`config.mk`:
```
export PLATFORM = sky130hd
export DESIGN_NAME = serial_addsub_flat
export DESIGN_NICKNAME = d
export VERILOG_FILES = /design/src/rtl/serial_addsub_pkg.sv /design/src/rtl/serial_addsub_if.sv /design/src/rtl/serial_addsub_fa.sv /design/src/rtl/serial_addsub.sv /design/src/flat_wrapper.sv
export SDC_FILE = /design/constraint.sdc
export NUM_CORES = 1
export LEC_CHECK = 0
export BUFFER_PORTS_ARGS = -buffer_cell sky130_fd_sc_hd__buf_2
export CAP_MARGIN = 20
export CORE_UTILIZATION = 30
export CTS_BUF_LIST = sky130_fd_sc_hd__clkbuf_4 sky130_fd_sc_hd__clkbuf_8
export CTS_CLUSTER_DIAMETER = 120
export DETAILED_ROUTE_END_ITERATION = 8
export GPL_ROUTABILITY_DRIVEN = 0
export SYNTH_ARGS = -nofsm -noshare
export SYNTH_HDL_FRONTEND = slang
export SYNTH_HIERARCHICAL = 1
export SYNTH_SLANG_ARGS = --single-unit
```
`constraint.sdc`:
```
create_clock -name clk -period 1.9 [get_ports clk]
set_clock_uncertainty 0.2 [all_clocks]
set_input_delay 0.285 -clock clk [delete_from_list [all_inputs] [get_ports clk]]
set_output_delay 0.285 -clock clk [all_outputs]
set_load 0.03 [all_outputs]
```
`src/rtl/serial_addsub_pkg.sv`:
```
// ---------------------------------------------------------------------------
// serial_addsub_pkg
//   Shared definitions for the bit-serial adder/subtractor.
//   - state_e   : FSM state encoding (IDLE, RUN, DONE)
//   - cnt_width : width of the bit counter, sized so it can hold WIDTH itself
// ---------------------------------------------------------------------------
package serial_addsub_pkg;

    typedef enum logic [1:0] {
        ST_IDLE = 2'd0,
        ST_RUN  = 2'd1,
        ST_DONE = 2'd2
    } state_e;

    localparam int WIDTH_MIN = 2;
    localparam int WIDTH_MAX = 32;

    // Counter must reach WIDTH without wrapping, hence WIDTH+1 codes.
    function automatic int cnt_width(input int w);
        return $clog2(w + 1);
    endfunction

endpackage

```
`src/rtl/serial_addsub_if.sv`:
```
// ---------------------------------------------------------------------------
// serial_addsub_if
//   Request/result bundle for serial_addsub.
//   master (requester): drives start, sub, a, b; observes busy, done,
//                       result, c_out, overflow.
//   slave  (engine)   : the reverse.
// ---------------------------------------------------------------------------
interface serial_addsub_if #(
    parameter int WIDTH = 8
);
    logic             start;
    logic             sub;
    logic [WIDTH-1:0] a;
    logic [WIDTH-1:0] b;
    logic             busy;
    logic             done;
    logic [WIDTH-1:0] result;
    logic             c_out;
    logic             overflow;

    modport master (
        output start, sub, a, b,
        input  busy, done, result, c_out, overflow
    );

    modport slave (
        input  start, sub, a, b,
        output busy, done, result, c_out, overflow
    );
endinterface

```
`src/rtl/serial_addsub_fa.sv`:
```
// ---------------------------------------------------------------------------
// FullAdder
//   Single-bit full adder cell used by the serial datapath.
//   a_i, b_i : operand bits
//   c_i      : carry in
//   s_o      : sum bit
//   co_o     : carry out
// ---------------------------------------------------------------------------
module FullAdder (
    input  logic a_i,
    input  logic b_i,
    input  logic c_i,
    output logic s_o,
    output logic co_o
);
    assign s_o  = a_i ^ b_i ^ c_i;
    assign co_o = (a_i & b_i) | (c_i & (a_i ^ b_i));
endmodule

```
`src/rtl/serial_addsub.sv`:
```
// ---------------------------------------------------------------------------
// serial_addsub
//   Bit-serial two's complement adder/subtractor, one bit per clock, LSB
//   first, through a single full-adder cell.
//   clk   : clock, all state on rising edge
//   rst_n : asynchronous active-low reset
//   bus   : serial_addsub_if.slave
//           start/sub/a/b sampled in IDLE only; busy high in RUN and DONE;
//           done pulses for one cycle with result/c_out/overflow valid,
//           which then hold until the next accepted start.
//   Timing: start sampled at edge 0, WIDTH RUN cycles (edges 1..WIDTH),
//   DONE in the cycle ending at edge WIDTH+1, next start at edge WIDTH+2.
// ---------------------------------------------------------------------------
module serial_addsub
    import serial_addsub_pkg::*;
#(
    parameter int WIDTH = 8
) (
    input  logic           clk,
    input  logic           rst_n,
    serial_addsub_if.slave bus
);
    localparam int                CNT_W = cnt_width(WIDTH);
    localparam logic [CNT_W-1:0]  LAST  = CNT_W'(WIDTH - 1);

    state_e           state_q, state_d;
    logic [WIDTH-1:0] a_q,   a_d;
    logic [WIDTH-1:0] b_q,   b_d;
    logic [WIDTH-1:0] res_q, res_d;
    logic             carry_q, carry_d;
    logic             ovf_q,   ovf_d;
    logic [CNT_W-1:0] cnt_q,   cnt_d;

    logic             fa_s, fa_co;

    // The only arithmetic in the block: one bit per RUN cycle.
    FullAdder u_fa (
        .a_i  (a_q[0]),
        .b_i  (b_q[0]),
        .c_i  (carry_q),
        .s_o  (fa_s),
        .co_o (fa_co)
    );

    // FSM state register
    always_ff @(posedge clk or negedge rst_n) begin
        if (!rst_n) state_q <= ST_IDLE;
        else        state_q <= state_d;
    end

    // Datapath registers
    always_ff @(posedge clk or negedge rst_n) begin
        if (!rst_n) begin
            a_q     <= '0;
            b_q     <= '0;
            res_q   <= '0;
            carry_q <= 1'b0;
            ovf_q   <= 1'b0;
            cnt_q   <= '0;
        end else begin
            a_q     <= a_d;
            b_q     <= b_d;
            res_q   <= res_d;
            carry_q <= carry_d;
            ovf_q   <= ovf_d;
            cnt_q   <= cnt_d;
        end
    end

    // Next-state and datapath control
    always_comb begin
        state_d = state_q;
        a_d     = a_q;
        b_d     = b_q;
        res_d   = res_q;
        carry_d = carry_q;
        ovf_d   = ovf_q;
        cnt_d   = cnt_q;

        unique case (state_q)
            ST_IDLE: begin
                if (bus.start) begin
                    // Subtraction is a + ~b + 1: invert B and seed carry with 1.
                    a_d     = bus.a;
                    b_d     = bus.b ^ {WIDTH{bus.sub}};
                    carry_d = bus.sub;
                    res_d   = '0;
                    ovf_d   = 1'b0;
                    cnt_d   = '0;
                    state_d = ST_RUN;
                end
            end

            ST_RUN: begin
                a_d     = a_q >> 1;
                b_d     = b_q >> 1;
                // Sum enters at the MSB so after WIDTH shifts bit 0 sits at LSB.
                res_d   = {fa_s, res_q[WIDTH-1:1]};
                carry_d = fa_co;
                cnt_d   = cnt_q + 1'b1;
                if (cnt_q == LAST) begin
                    // carry_q is the carry into the MSB on this cycle.
                    ovf_d   = carry_q ^ fa_co;
                    state_d = ST_DONE;
                end
            end

            ST_DONE: begin
                state_d = ST_IDLE;
            end

            default: begin
                state_d = ST_IDLE;
            end
        endcase
    end

    assign bus.busy     = (state_q != ST_IDLE);
    assign bus.done     = (state_q == ST_DONE);
    assign bus.result   = res_q;
    assign bus.c_out    = carry_q;
    assign bus.overflow = ovf_q;

endmodule

```
`src/flat_wrapper.sv`:
```
// flat-port wrapper written by rule: the top's interface ports become plain ports
module serial_addsub_flat import serial_addsub_pkg::*;
#(
    parameter int WIDTH = 8
)
  (clk, rst_n, bus_start, bus_sub, bus_a, bus_b, bus_busy, bus_done, bus_result, bus_c_out, bus_overflow);
  serial_addsub_if #(.WIDTH(WIDTH)) bus_i ();
  input  logic clk;
  input  logic rst_n;
  input wire logic [$bits(bus_i.start)-1:0] bus_start;
  input wire logic [$bits(bus_i.sub)-1:0] bus_sub;
  input wire logic [$bits(bus_i.a)-1:0] bus_a;
  input wire logic [$bits(bus_i.b)-1:0] bus_b;
  output wire logic [$bits(bus_i.busy)-1:0] bus_busy;
  output wire logic [$bits(bus_i.done)-1:0] bus_done;
  output wire logic [$bits(bus_i.result)-1:0] bus_result;
  output wire logic [$bits(bus_i.c_out)-1:0] bus_c_out;
  output wire logic [$bits(bus_i.overflow)-1:0] bus_overflow;
  assign bus_i.start = bus_start;
  assign bus_i.sub = bus_sub;
  assign bus_i.a = bus_a;
  assign bus_i.b = bus_b;
  assign bus_busy = bus_i.busy;
  assign bus_done = bus_i.done;
  assign bus_result = bus_i.result;
  assign bus_c_out = bus_i.c_out;
  assign bus_overflow = bus_i.overflow;
  serial_addsub #(.WIDTH(WIDTH)) u_core (.clk(clk), .rst_n(rst_n), .bus(bus_i));
endmodule
```
* Word-level counts from Yosys, hierarchy flattened
Index checks and enable logic that the tools add are counted.
** Word-level totals
- Register bits :: 32
- Bits of input ports :: 20
- Output and inout port bits :: 12
- Logic and storage cells :: 42
** Cells by class
- Add/sub/neg operators :: 1
- Equal/unequal tests :: 5
- Mux-type cells :: 16
- Bitwise logic cells :: 7
- Reduce and logical (&&, ||, !) cells :: 6
** Operators by type and width (number)
- $pmux 8 s2 :: 3
- $mux 8 :: 3
- $pmux 4 s2 :: 1
- $xor 8x8->8 :: 1
- $add 4x1->4 const B :: 1
- $eq 4x3->1 const B :: 1
- $mux 2 :: 2
- $mux 4 :: 1
- $pmux 1 s2 :: 2
- $pmux 2 s2 :: 1
- $reduce_and 2->1 :: 2
- $reduce_bool 2->1 :: 2
- $mux 1 :: 3
- $reduce_and 3->1 :: 1
- $xor 1x1->1 :: 3
- $and 1x1->1 :: 2
- $eq 2x1->1 const B :: 1
- $eq 2x2->1 const B :: 1
- $logic_not 2->1 :: 1
- $ne 2x1->1 const B :: 1
- $ne 2x2->1 const B :: 1
- $or 1x1->1 :: 1

* Longest topological paths before layout
- Word-level depth :: 6
- Mapped depth :: 5
- Gate-level depth less buffers :: 4

* By module
The synthesis kept the hierarchy.
** By module, submodules not included
- serial_addsub :: times used 1, cells an instance 138, area an instance 1510.2 um2, sequential area each 800.8 um2
- FullAdder :: times used 1, cells an instance 1, area an instance 20.0 um2, sequential area each 0.0 um2

* Worst setup path before layout
Ideal clock, no wire load.
- Kind :: flip-flop to output port
- Start :: register u_core.state_q[0]
- End :: output port bus_done
- Data arrival time :: 1235 ps
- Required time :: 1415 ps
- Setup slack :: 180 ps
- Cell stages (with the launch flop) :: 5
- Path through :: dfrtp_1 > buf_6 > buf_2 > buf_2 > nor2b_1
** On the way
- Word-level cells in the longest chain between the ends :: 1
** RTL lines
- from (decl) :: RTL line serial_addsub.sv:26 : state_e state_q, state_d;
- from (signal assigned) :: RTL line serial_addsub.sv:48 : else state_q <= state_d;
- $eq 2x2->1 :: RTL line serial_addsub.sv:119 : assign bus.done = (state_q == ST_DONE);
- to (decl) :: RTL line flat_wrapper.sv:15 : output wire logic [$bits(bus_i.done)-1:0] bus_done;
No other way between the ends.

* Worst setup path in the final report
- Start :: register u_core.state_q[0]
- End :: output port bus_busy
** On the way
- Word-level cells in the longest chain between the ends :: 1
** RTL lines
- $reduce_bool 2->1 :: RTL line serial_addsub.sv:118 : assign bus.busy = (state_q != ST_IDLE);
- to (decl) :: RTL line flat_wrapper.sv:14 : output wire logic [$bits(bus_i.busy)-1:0] bus_busy;
No other way between the ends.

==> summary.md <==
| Metric | Value |
|---|---|
| Crit-path max FO | `12` |
| Mapped Area | `1530 sq um` |
| Finished Layout Cells | `240` |
| Count of TritonRoute iterations in the first routing pass | `4` |
| Most common cell after layout, fill and taps aside | `dfrtp_1` |
| Slowest stage delay, CP | `490 ps` |
| Die Ht | `73.42 microns` |
| Fraction of layout cells with a size suffix above 1 | `30.06%` |
| Post-synthesis sequential area ratio | `52.33%` |
| Post-DR wirelength/cell | `12.61 microns` |
| Max_cap viols | `0` |
| Crit-path slowest cell | `dfrtp_1` |
| TritonCTS clock tree | `yes` |
| CTS clock-pin slew for the worst setup and hold paths | `60 ps` |
| Hold EP | `u_core/a_q[7]` |
| Crit end category | `output port` |
| Setup crit start kind | `flop` |
| Fin crit share | `92.72%` |
| Fin. Hold Viols | `0` |
| Initial antenna violation count | `0` |
| Sum Neg Setup Slack | `0 ps` |
| Worst flop-to-flop path endpoint | `u_core/cnt_q[3]` |
| HP Class | `in -> reg` |
| Slack of the critical path | `138.2 ps` |
| Die area | `5391 sq um` |
| Die width | `73.42 microns` |
| Num rows | `25` |
| Synth area leader | `dfrtp_1` |
| Fin crit period | `1762 ps` |
| LEAKAGE | `0.8973 nW` |
| Hold_sp | `bus_a[7]` |
| Top Ports | `32` |
| Mapped Cells | `139` |
| Kind of critical path | `reg -> out` |
| Worst IR Drop VDD | `0.5393 mV` |
| # port buffers | `31` |
| Largest net degree at the start of global routing | `33` |
| Worst-Skew Late Latency | `280 ps` |
| CP required | `1410 ps` |
| DP Cell Count | `231` |
| Tightest Pin Transition | `705.2 ps` |
| H-tree Lvls | `2` |
| Maximum clock path buffer count | `2` |
| Avg Vias per Cell | `4.717` |
| R2r setup slk | `260 ps` |
| Total grt overflow | `0` |
| Final ANT Viol Nets | `0` |
| Synth top area share | `52.33%` |
| Postcts setup bufs | `0` |
| Max Transition Viols Final | `0` |
| Crit path cell chain | `or2_2, buf_2` |
| Clk root buf | `clkbuf_8` |
| RSZ-0062 raised after global routing | `no` |
| Final setup vio count | `0` |
| Critical path buffers and inverters | `1` |
| Slew headroom | `52.99%` |
| Final HPWL from detailed placement | `2.076 mm` |
| Hold path depth | `3` |
| DR DRC count | `0` |
| Fmax | `567.6 MHz` |
| Starting density of the core | `31.77%` |
| Most frequent cells in the layout | `32 x dfrtp_1, 31 x buf_2, 14 x nand2_1` |
| Worst reg2reg path depth | `4` |
| Synth warn | `6` |
| Post-Synthesis Net Count | `161` |
| DRT iter0 DRCs | `43` |
| Overall Global Routing Usage | `12.70%` |
| Dominant cells by area after synthesis | `dfrtp_1 52%, a22o_1 5.7%, and3b_1 4.6%` |
| PwrDens | `1603 nW/um^2` |
| Via Count | `1132` |
| WL final | `3.027 mm` |
| Avg Cell Area, Syn | `11.01 sq um` |
| # diodes | `0` |
| First-pass GRT wire length | `5.050 mm` |
| WP data arrival | `1280 ps` |
| Vias in the first global route | `1120` |
| Delay-heaviest family, CP | `flip-flops` |
| Pwr Total | `2.937 mW` |
| Core Area | `4817 sq um` |
| Placement Setup Slack | `265.8 ps` |
| Clock sinks | `32` |
| Layout net count | `194` |
| RR Startpoint | `u_core/state_q[0]` |
| Post-synthesis cell type count | `26` |
| Status | `finished, final reports clean` |
| Area Growth Syn to Fin | `19.79%` |
| #FFs+latches synth | `32` |
| TritonCTS Buffers | `5` |
flip-flops by register name (all words and copies together), names as in the netlist:
register,cells
u_core/a_q,8
u_core/b_q,8
u_core/bus.c_out,1
u_core/bus.overflow,1
u_core/bus.result,8
u_core/cnt_q,4
u_core/state_q,2
routing by layer:
layer,vias to the layer above,part of all wire [%],track usage [%],wire (microns)
met1,533,49,15.37,1470
met2,30,45,19.86,1357
li1,566,-,-,-
met5,-,0,0,0
met4,0,1.3,7.692,38
met3,3,5.3,3.841,161
final cells by class:
cell class / instances / area (sq um)
clock inverters: 2 / 10.01
well taps: 67 / 83.83
repair buffers: 37 / 202.7
multi-input cells: 96 / 653.1
clock buffers: 6 / 82.58
flip-flops and latches: 32 / 800.8
fillers: 526 / 2984
synth_stat cells:
library cell and n:
dfrtp_1 32, nand2_1 14, a21oi_1 11, o21ai_0 11, a22o_1 10, and3b_1 8
nor2_1 8, xnor2_1 8, a221o_2 6, nor2b_1 5, buf_2 4, buf_6 3
buf_4 2, clkbuf_1 2, mux2i_1 2, nand2b_1 2, nand3_1 2, a221o_1 1
fa_1 1, ha_1 1, nor3_1 1, o21bai_2 1, o311ai_1 1, or2_2 1
or3b_1 1, xor2_1 1
report_power, final:
group | internal, mW | switching [mW]
Clock | 0.289 | 0.244
Combinational | 0.538 | 0.678
Sequential | 0.960 | 0.229
what timing repair did:
item                      in CTS  in global routing
hold buffers                   1                  0
hold endpoints to repair      32                  0
resized for setup              0                  0
worst max path at each step:
stage	startpoint	endpoint	slack [ps]	cells past startpoint
final	u_core/state_q[0]	bus_busy	140	2
after global routing	u_core/state_q[0]	bus_busy	70	2
after CTS	u_core/state_q[0]	bus_busy	130	2
after detailed placement	u_core/state_q[0]	u_core/cnt_q[3]	270	4
after global placement	u_core/state_q[0]	u_core/cnt_q[3]	300	4
after floorplan	u_core/state_q[0]	bus_done	180	4
cell families after synthesis:
logic type / share of synthesized area (%)
AOI/OAI and AO/OA: 19.30
xor gates and xnor gates: 5.152
adders and majority gates: 2.126
buffers and inverters: 4.988
DFF: 52.33
muxes: 1.308
and+or+nand+nor: 14.80
worst reg2reg max path: stages (launching register included):
cell      delay [ps]
dfrtp_1          490
o21bai_2         390
buf_4            290
nand2_1           80
o311ai_1          90
stage by stage:
| step | instance area [sq um] | hold WS (ps) | utilization [%] |
|---|---|---|---|
| floorplan | 1530 | -210.6 | - |
| global placement | 1730 | 179.3 | 35.92 |
| detailed placement | 1730 | 178.9 | 35.92 |
| CTS | 1833 | 82.02 | 38.05 |
| global route | 1833 | 128.5 | 38.05 |
| finish | 1833 | 87.00 | 38.05 |
Power figures use the tool's default switching activity.
